## src/rtl/proc_run_ctrl_pkg.sv

```systemverilog
// Shared definitions for the processor run controller: state encoding and
// width helpers used by the RTL and the bench.
`default_nettype none

package proc_run_ctrl_pkg;

    localparam int STATE_W = 2;

    typedef enum logic [STATE_W-1:0] {
        ST_IDLE  = 2'd0,
        ST_RESET = 2'd1,
        ST_RUN   = 2'd2,
        ST_DONE  = 2'd3
    } state_t;

    // Counter width able to hold depth-1, never narrower than one bit.
    function automatic int cnt_width(input int depth);
        return (depth > 1) ? $clog2(depth) : 1;
    endfunction

endpackage

`default_nettype wire

```

## src/rtl/proc_run_ctrl_rst_stretch.sv

```systemverilog
// Reset-stretch down-counter: load arms it at RST_CYCLES-1, busy stays high
// until the edge on which the count has reached zero.
`default_nettype none

module proc_run_ctrl_rst_stretch
    import proc_run_ctrl_pkg::*;
#(
    parameter int RST_CYCLES = 2,
    parameter int CW         = cnt_width(RST_CYCLES)
) (
    input  logic          clk,
    input  logic          rst_n,
    input  logic          load,
    output logic          busy,
    output logic [CW-1:0] cnt
);

    logic [CW-1:0] cnt_q, cnt_d;
    logic          busy_q, busy_d;

    always_comb begin
        cnt_d  = cnt_q;
        busy_d = busy_q;
        if (load) begin
            cnt_d  = CW'(RST_CYCLES - 1);
            busy_d = 1'b1;
        end else if (busy_q) begin
            if (cnt_q == '0) begin
                busy_d = 1'b0;
            end else begin
                cnt_d = cnt_q - CW'(1);
            end
        end
    end

    always_ff @(posedge clk or negedge rst_n) begin
        if (!rst_n) begin
            cnt_q  <= '0;
            busy_q <= 1'b0;
        end else begin
            cnt_q  <= cnt_d;
            busy_q <= busy_d;
        end
    end

    assign busy = busy_q;
    assign cnt  = cnt_q;

endmodule

`default_nettype wire

```

## src/rtl/proc_run_ctrl.sv

```systemverilog
// Run controller for the processor core(s): stretched core reset, gated run
// window, multi-core halt detection and cycle-count timeout.
`default_nettype none

module proc_run_ctrl
    import proc_run_ctrl_pkg::*;
#(
    parameter int RST_CYCLES = 2,
    parameter int MAX_CYCLES = 20,
    parameter int NUM_CORES  = 1,
    parameter int CNT_W      = 32
) (
    input  logic                 clk,
    input  logic                 rst_n,
    input  logic                 start,
    input  logic [NUM_CORES-1:0] core_halt,
    output logic                 core_rst_n,
    output logic                 core_en,
    output logic [CNT_W-1:0]     cycle_count,
    output logic [NUM_CORES-1:0] halted_mask,
    output logic                 done,
    output logic                 timeout,
    output logic [STATE_W-1:0]   state
);

    localparam int SCW = cnt_width(RST_CYCLES);

    state_t               state_q, state_d;
    logic                 core_rst_n_q, core_rst_n_d;
    logic                 core_en_q, core_en_d;
    logic [CNT_W-1:0]     cycle_count_q, cycle_count_d;
    logic [NUM_CORES-1:0] halted_mask_q, halted_mask_d;
    logic                 done_q, done_d;
    logic                 timeout_q, timeout_d;

    logic                 stretch_load;
    logic                 stretch_busy;
    logic [SCW-1:0]       stretch_cnt;
    logic                 all_halt;

    proc_run_ctrl_rst_stretch #(
        .RST_CYCLES (RST_CYCLES),
        .CW         (SCW)
    ) u_rst_stretch (
        .clk   (clk),
        .rst_n (rst_n),
        .load  (stretch_load),
        .busy  (stretch_busy),
        .cnt   (stretch_cnt)
    );

    // Halts seen this cycle count toward completion, so a core halting in
    // the same cycle as the timeout still ends the run cleanly.
    assign all_halt = &(halted_mask_q | core_halt);

    always_comb begin
        state_d       = state_q;
        core_rst_n_d  = core_rst_n_q;
        core_en_d     = core_en_q;
        cycle_count_d = cycle_count_q;
        halted_mask_d = halted_mask_q;
        done_d        = done_q;
        timeout_d     = timeout_q;
        stretch_load  = 1'b0;

        case (state_q)
            ST_IDLE, ST_DONE: begin
                if (start) begin
                    state_d       = ST_RESET;
                    stretch_load  = 1'b1;
                    core_rst_n_d  = 1'b0;
                    core_en_d     = 1'b0;
                    cycle_count_d = '0;
                    halted_mask_d = '0;
                    done_d        = 1'b0;
                    timeout_d     = 1'b0;
                end
            end
            ST_RESET: begin
                if (stretch_busy && (stretch_cnt == '0)) begin
                    state_d      = ST_RUN;
                    core_rst_n_d = 1'b1;
                    core_en_d    = 1'b1;
                end
            end
            ST_RUN: begin
                cycle_count_d = (cycle_count_q == '1) ? cycle_count_q
                                                      : cycle_count_q + CNT_W'(1);
                halted_mask_d = halted_mask_q | core_halt;
                if (all_halt) begin
                    state_d   = ST_DONE;
                    core_en_d = 1'b0;
                    done_d    = 1'b1;
                    timeout_d = 1'b0;
                end else if (cycle_count_q == CNT_W'(MAX_CYCLES - 1)) begin
                    state_d   = ST_DONE;
                    core_en_d = 1'b0;
                    done_d    = 1'b1;
                    timeout_d = 1'b1;
                end
            end
            default: state_d = ST_IDLE;
        endcase
    end

    always_ff @(posedge clk or negedge rst_n) begin
        if (!rst_n) begin
            state_q       <= ST_IDLE;
            core_rst_n_q  <= 1'b0;
            core_en_q     <= 1'b0;
            cycle_count_q <= '0;
            halted_mask_q <= '0;
            done_q        <= 1'b0;
            timeout_q     <= 1'b0;
        end else begin
            state_q       <= state_d;
            core_rst_n_q  <= core_rst_n_d;
            core_en_q     <= core_en_d;
            cycle_count_q <= cycle_count_d;
            halted_mask_q <= halted_mask_d;
            done_q        <= done_d;
            timeout_q     <= timeout_d;
        end
    end

    assign core_rst_n  = core_rst_n_q;
    assign core_en     = core_en_q;
    assign cycle_count = cycle_count_q;
    assign halted_mask = halted_mask_q;
    assign done        = done_q;
    assign timeout     = timeout_q;
    assign state       = state_q;

endmodule

`default_nettype wire

```

## config.mk

```make
export PLATFORM = sky130hd
export DESIGN_NAME = proc_run_ctrl
export DESIGN_NICKNAME = d
export VERILOG_FILES = /design/src/rtl/proc_run_ctrl_pkg.sv /design/src/rtl/proc_run_ctrl_rst_stretch.sv /design/src/rtl/proc_run_ctrl.sv
export SDC_FILE = /design/constraint.sdc
export NUM_CORES = 1
export LEC_CHECK = 0
export BUFFER_PORTS_ARGS = -buffer_cell sky130_fd_sc_hd__buf_4
export CAP_MARGIN = 30
export CORE_AREA = 3 3 74 76
export CTS_CLUSTER_SIZE = 28
export DETAILED_ROUTE_END_ITERATION = 7
export DIE_AREA = 0 0 77 79
export PLACE_DENSITY = 0.72
export SLEW_MARGIN = 20
export SYNTH_ARGS = -nofsm -noshare
export SYNTH_HDL_FRONTEND = slang
export SYNTH_HIERARCHICAL = 1
export SYNTH_SLANG_ARGS = --single-unit
```

## constraint.sdc

```tcl
create_clock -name clk -period 2.4 [get_ports clk]
set_input_delay 0.24 -clock clk [delete_from_list [all_inputs] [get_ports clk]]
set_output_delay 0.24 -clock clk [all_outputs]
set_load 0.01 [all_outputs]
```

==> impl_metrics.env, run 1 <==
export IMPL_grt_remaining_overflow=0
export IMPL_path_clk_slew_ns=0.07
export IMPL_status="finished, final reports clean"
export IMPL_wirelength_um=7080
export IMPL_clk_insertion_delay_late_ns=0.30
export IMPL_num_rows=25
export IMPL_cpLargestDelayFamily="simple AND/OR/NAND/NOR gates"
export IMPL_fp_dieW_um=77
export IMPL_regArea_sq_um=1030
export IMPL_clock_sinks=41
export IMPL_fin_cells=412
export IMPL_drtPass1Iterations=5
export IMPL_ys_flop_type="dfrtp_1"
export IMPL_synth_fp_nets=286
export IMPL_synth_enable_flop_cells=0
export IMPL_final_antenna_net_count=0
export IMPL_vias_per_cell=6.26
export IMPL_p_sw_uw=875
export IMPL_power_uw=2250
export IMPL_antenna_found_initial=0
export IMPL_dp_cells=405
export IMPL_rsz0062_at_grt="false"
export IMPL_ys_warnings_count=6
export IMPL_syn_cell_area_sq_um=2450
export IMPL_switching_share_pct=38.9
export IMPL_worst_setup_path_start_kind="register"
export IMPL_clk_path_buf_depth=2
export IMPL_fin_crit_ns=2.20
export IMPL_grt_pass1_vias=2414
export IMPL_maxSlewViolCount=0
export IMPL_grt_pass1_wl_um=12000
export IMPL_layout_nets=354
export IMPL_cts_buffers_inserted=5
export IMPL_drtIter0Drc=256
export IMPL_syn_inst=278
export IMPL_place_hpwl_um=5100
export IMPL_p_leak_uw=0.00137
export IMPL_worstPathRequired_ns=2.58
export IMPL_hold_class="input port to register"
export IMPL_root_buffer="clkbuf_8"
export IMPL_cp_slowest_stage_delay_ns=0.41
export IMPL_powerDensity_nw_per_um2=726
export IMPL_yosys_top_cells_count="dfrtp_1, nand2_1, nand4_1, o21ai_0, nand3_1"
export IMPL_worstMarginPinSlew_ns=0.698
export IMPL_yosysTopAreaCell="dfrtp_1"
export IMPL_htree_levels=2
export IMPL_finalCritPeriodShare_pct=91.6
export IMPL_num_antenna_cells=0
export IMPL_wire_per_inst_um=17.2
export IMPL_place_gp_congestion=0.920
export IMPL_synth_area_leaders="dfrtp_1, nand4_1, nand2_1"
export IMPL_fin_setup_tns_ns=0
export IMPL_ys_types=50
export IMPL_hold_viol_final=0
export IMPL_io_buffers=42
export IMPL_synth_most_common_cell="dfrtp_1"
export IMPL_path_class="register to register"
export IMPL_drcViolationCount=0
export IMPL_syn2layout_area_growth_pct=26.5
export IMPL_start_util_pct=51.2
export IMPL_fin_skew_ns=0.00557
export IMPL_cp_max_fo=5
export IMPL_fp_dieH_um=79
export IMPL_drv_cap=0
export IMPL_ir_drop_mv=0.603
export IMPL_p_int_uw=1380
export IMPL_end_kind="register"
export IMPL_avgSynthCellArea_sq_um=8.81
export IMPL_ys_seq_area_share_pct=41.9
export IMPL_max_clock_freq_ghz=0.455
export IMPL_relSlewSlack_pct=53.0
export IMPL_post_cts_buffers=0
export IMPL_tritoncts="yes"
export IMPL_core_sq_um=4790
export IMPL_io_pins=43
export IMPL_ys_seq_elements=41
export IMPL_groute_usage_overall_pct=24.5
export IMPL_place_area_sq_um=3010
export IMPL_final_util_pct=64.7
export IMPL_vias=2579
export IMPL_power_frac_seq_pct=37.6
export IMPL_grt_max_degree=42
export IMPL_synth_top_area_share_pct=41.9
export IMPL_setup_viol=0
export IMPL_multi_input_area_sq_um=1300
export IMPL_cp_data_arrival_time_ns=2.38
export IMPL_die_area_sq_um=6080
export IMPL_worst_path_buf_inv=3
export IMPL_slowest_stage="dfrtp_1"
export IMPL_stdcell_area_sq_um=3100
export IMPL_synthArstFlopShare_pct=100
export IMPL_combPwrFrac_pct=43.7
export IMPL_clockPowerShare_pct=18.7
export IMPL_n_fill_cell=427
export IMPL_crit_chain="inv_1 -> ha_1 -> buf_4 -> clkinv_1 -> or3_1 -> o21bai_1 -> nand3_1 -> mux2_2"
export IMPL_drive_above_1_share_pct=25.5
[worst register-to-register path, delay by kind of cell (launching register included)]
| family | cells | cell delay (ns) |
|---|---|---|
| mux | 1 | 0.34 |
| simple gates | 2 | 0.56 |
| buf+inv | 3 | 0.31 |
| flops | 1 | 0.41 |
| fa+ha+maj | 1 | 0.21 |
| compound gates | 1 | 0.25 |
[flip-flops by register name, summed over array words and instances (netlist names)]
| register | cells |
|---|---|
| cycle_count | 32 |
| state | 2 |
| u_rst_stretch/cnt | 1 |
| halted_mask | 1 |
| timeout | 1 |
| u_rst_stretch/busy | 1 |
| core_en | 1 |
| core_rst_n | 1 |
| done | 1 |
[metrics by stage]
stage,hold slack (ns),setup WS (ns)
detailed placement,0.253,0.198
finish,0.189,0.202
floorplan,-0.0556,0.209
global placement,0.251,0.292
CTS,0.184,0.185
global route,0.198,0.0583
[cell type report]
| class | instances | share of cell area (%) |
|---|---|---|
| multi-input combinational | 211 | 42.0 |
| sequential | 41 | 33.1 |
| timing repair buffer | 76 | 18.5 |
| tap | 67 | 2.71 |
| clock buffer | 5 | 2.22 |
| inverter | 11 | 1.33 |
| clock inverter | 1 | 0.162 |
[final timing paths]
check                                   to  slack (ns)  cells after the start  startpoint
max                                core_en        0.20                      8    state[0]
min                            halted_mask        0.19                      2   core_halt
max reg2reg                        core_en        0.20                      8    state[0]
min reg2reg                        core_en        0.51                      1     core_en
max in group asynchronous  cycle_count[26]        1.57                      2       rst_n
min in group asynchronous   cycle_count[8]        0.48                      2       rst_n
[power by group through the flow]
stage / Combinational, uW / Clock [uW] / Sequential [uW]
floorplan: 563 / 0 / 891
global placement: 964 / 0 / 855
detailed placement: 974 / 0 / 859
CTS: 982 / 431 / 846
global route: 1080 / 462 / 859
finish: 985 / 420 / 846
[cells by family after synthesis]
logic type                 share of synthesized area, %
muxes                                              1.69
buffers and inverters                              5.21
xor gates and xnor gates                          0.358
DFF                                                41.9
adders and majority gates                          2.04
AOI/OAI and AO/OA                                  18.8
and+or+nand+nor                                    30.0
[metal layers]
layer  track usage (%)  vias up  share of wire, %  routed length [um]
li1                  -     1207                 -                   -
met1              34.1     1239                46                3230
met2              38.3      115                47                3290
met3              4.20       18               5.6                 395
met4              9.43        0               2.2                 159
met5                 0        -                 0                   0
[repair_timing]
item	CTS	global route
resized for setup	0	0
endpoints found under the hold margin	41	0
hold buffers	1	0
[cells in the final DEF (no fill, tap or decap), types with 4 or more instances in the layout]
master / Yosys / layout
buf_4: 0 / 75
dfrtp_1: 41 / 41
nand2_1: 31 / 31
nand4_1: 22 / 22
o21ai_0: 21 / 21
nand3_1: 18 / 18
nor2_1: 12 / 12
inv_1: 10 / 10
nor4_1: 9 / 9
a21oi_1: 8 / 8
a31oi_1: 8 / 8
and2_1: 6 / 6
nor3_1: 6 / 6
and3_1: 6 / 6
or3_1: 5 / 5
o31ai_1: 6 / 5
clkbuf_8: 0 / 5
and4_1: 4 / 4
o41ai_1: 4 / 4
ha_1: 4 / 4
Note: power is estimated with default switching activity, not from simulation.
==> run 2: changes to the inputs <==
==> constraint.sdc (replaced) <==
create_clock -name clk -period 2.55 [get_ports clk]
set_input_delay 0.255 -clock clk [delete_from_list [all_inputs] [get_ports clk]]
set_output_delay 0.255 -clock clk [all_outputs]
set_load 0.01 [all_outputs]
==> impl_metrics.env, run 2 (synthesis gave the netlist of run 1 again) <==
export IMPL_status="finished, final reports clean"
export IMPL_clk_insertion_delay_late_ns=0.30
export IMPL_min_delay_start="core_halt"
export IMPL_hold_viol_final=0
export IMPL_worstPathRequired_ns=2.70
export IMPL_grt_pass1_wl_um=11300
export IMPL_drtIter0Drc=305
export IMPL_finalCritPeriodShare_pct=90.4
export IMPL_root_buffer="clkbuf_8"
export IMPL_post_cts_buffers=0
export IMPL_grt_max_degree=42
export IMPL_cp_startpoint="state[0]"
export IMPL_worst_setup_path_start_kind="register"
export IMPL_ir_drop_mv=0.650
export IMPL_drive_above_1_share_pct=23.8
export IMPL_fin_setup_tns_ns=0
export IMPL_cts_buffers_inserted=5
export IMPL_power_frac_seq_pct=35.8
export IMPL_place_area_sq_um=2930
export IMPL_place_gp_congestion=0.888
export IMPL_path_clk_slew_ns=0.09
export IMPL_start_util_pct=51.2
export IMPL_timing_rr_start="state[0]"
export IMPL_num_antenna_cells=0
export IMPL_core_sq_um=4790
export IMPL_largest_reg_flops=32
export IMPL_stdcell_area_sq_um=3060
export IMPL_layout_nets=343
export IMPL_cp_max_fo=17
export IMPL_drtPass1Iterations=5
export IMPL_clock_sinks=41
export IMPL_switching_share_pct=37.4
export IMPL_io_buffers=42
export IMPL_clockPowerShare_pct=23.9
export IMPL_final_antenna_net_count=0
export IMPL_hold_class="input port to register"
export IMPL_combPwrFrac_pct=40.3
export IMPL_rsz0062_at_grt="false"
export IMPL_antenna_found_initial=0
export IMPL_io_pins=43
export IMPL_clk_path_buf_depth=2
export IMPL_syn2layout_area_growth_pct=25.0
export IMPL_vias=2479
export IMPL_p_sw_uw=831
export IMPL_end_kind="register"
export IMPL_die_area_sq_um=6080
export IMPL_fp_dieH_um=79
export IMPL_powerDensity_nw_per_um2=726
export IMPL_layout_commonest_cell="buf_4"
export IMPL_tritoncts="yes"
export IMPL_max_clock_freq_ghz=0.434
export IMPL_path_class="register to register"
export IMPL_setup_viol=0
export IMPL_grt_remaining_overflow=0
export IMPL_n_fill_cell=413
export IMPL_wire_per_inst_um=16.5
export IMPL_drv_cap=0
export IMPL_maxSlewViolCount=0
export IMPL_htree_levels=2
export IMPL_grt_pass1_vias=2345
export IMPL_fin_skew_ns=0.00764
export IMPL_num_rows=25
export IMPL_p_leak_uw=0.00133
export IMPL_worstMarginPinSlew_ns=0.654
export IMPL_groute_usage_overall_pct=22.8
export IMPL_drcViolationCount=0
export IMPL_fin_crit_ns=2.31
export IMPL_final_cell_mix="buf_4, dfrtp_1, nand2_1"
export IMPL_vias_per_cell=6.15
export IMPL_place_hpwl_um=4760
export IMPL_relSlewSlack_pct=56.0
export IMPL_cp_data_arrival_time_ns=2.45
export IMPL_fp_dieW_um=77
export IMPL_wirelength_um=6670
export IMPL_p_int_uw=1390
==> run 2: cell types whose count changed in the layout (fill, tap and decap cells not counted), sizes merged <==
cell	previous run	this run
buf	75	64
bufinv	0	1
clkinvlp	0	1
==> run 2: timing repair <==
action                     CTS  global route
hold endpoints to repair    41             0
setup endpoints to repair    0            19
gates resized for setup      0             1
hold buffers                 1             0
==> run 2: area by class of cell <==
type | instances | area (sq um) | share of cell area, %
multi-input cells | 211 | 1310 | 42.6
flip-flops and latches | 41 | 1030 | 33.5
repair buffers | 65 | 490 | 16.0
well taps | 67 | 83.8 | 2.74
clock buffers | 5 | 68.8 | 2.25
clock inverters | 3 | 46.3 | 1.51
inverters | 11 | 41.3 | 1.35
==> run 2: power by group through the flow <==
stage / clock, uW / sequential, uW / combinational (uW)
after global placement: 0 / 804 / 879
after CTS: 544 / 796 / 893
final: 532 / 796 / 895
after global routing: 572 / 806 / 995
after floorplan: 0 / 839 / 530
after detailed placement: 0 / 809 / 888
==> run 2: routing by layer <==
| metal | vias up | GRT usage [%] | part of all wire, % |
|---|---|---|---|
| met5 | - | 0 | 0 |
| met4 | 0 | 5.52 | 1.2 |
| met3 | 10 | 3.17 | 5.8 |
| met2 | 104 | 37.4 | 47 |
| met1 | 1183 | 32.1 | 46 |
| li1 | 1182 | - | - |
==> run 2: final timing paths <==
check	endpoint	slack, ns	cells after the start
min in group asynchronous	cycle_count[5]	0.48	2
hold reg to reg	core_en	0.52	1
setup / recovery	cycle_count[18]	0.24	7
setup reg to reg	cycle_count[18]	0.24	7
hold / removal	halted_mask	0.19	2
max in group asynchronous	cycle_count[28]	1.71	2
==> run 2: stage by stage <==
step                hold WS [ns]  instances  total power, uW  utilization, %  setup slack (ns)
floorplan                -0.0406        278             1370               -             0.359
global placement           0.274        394             1680            61.3             0.161
detailed placement         0.277        394             1700            61.3            0.0987
CTS                        0.185        403             2230            63.9            0.0530
global route               0.201        403             2370            64.0            0.0562
finish                     0.191        403             2220            64.0             0.244
==> run 2: worst max-delay path: stages, from the launching register on <==
cell and delay [ns]:
dfrtp_1 0.43, inv_1 0.09, ha_1 0.31, and4_1 0.22, nand4bb_1 0.17, or3_4 0.51, nand2_4 0.23, o311ai_0 0.18
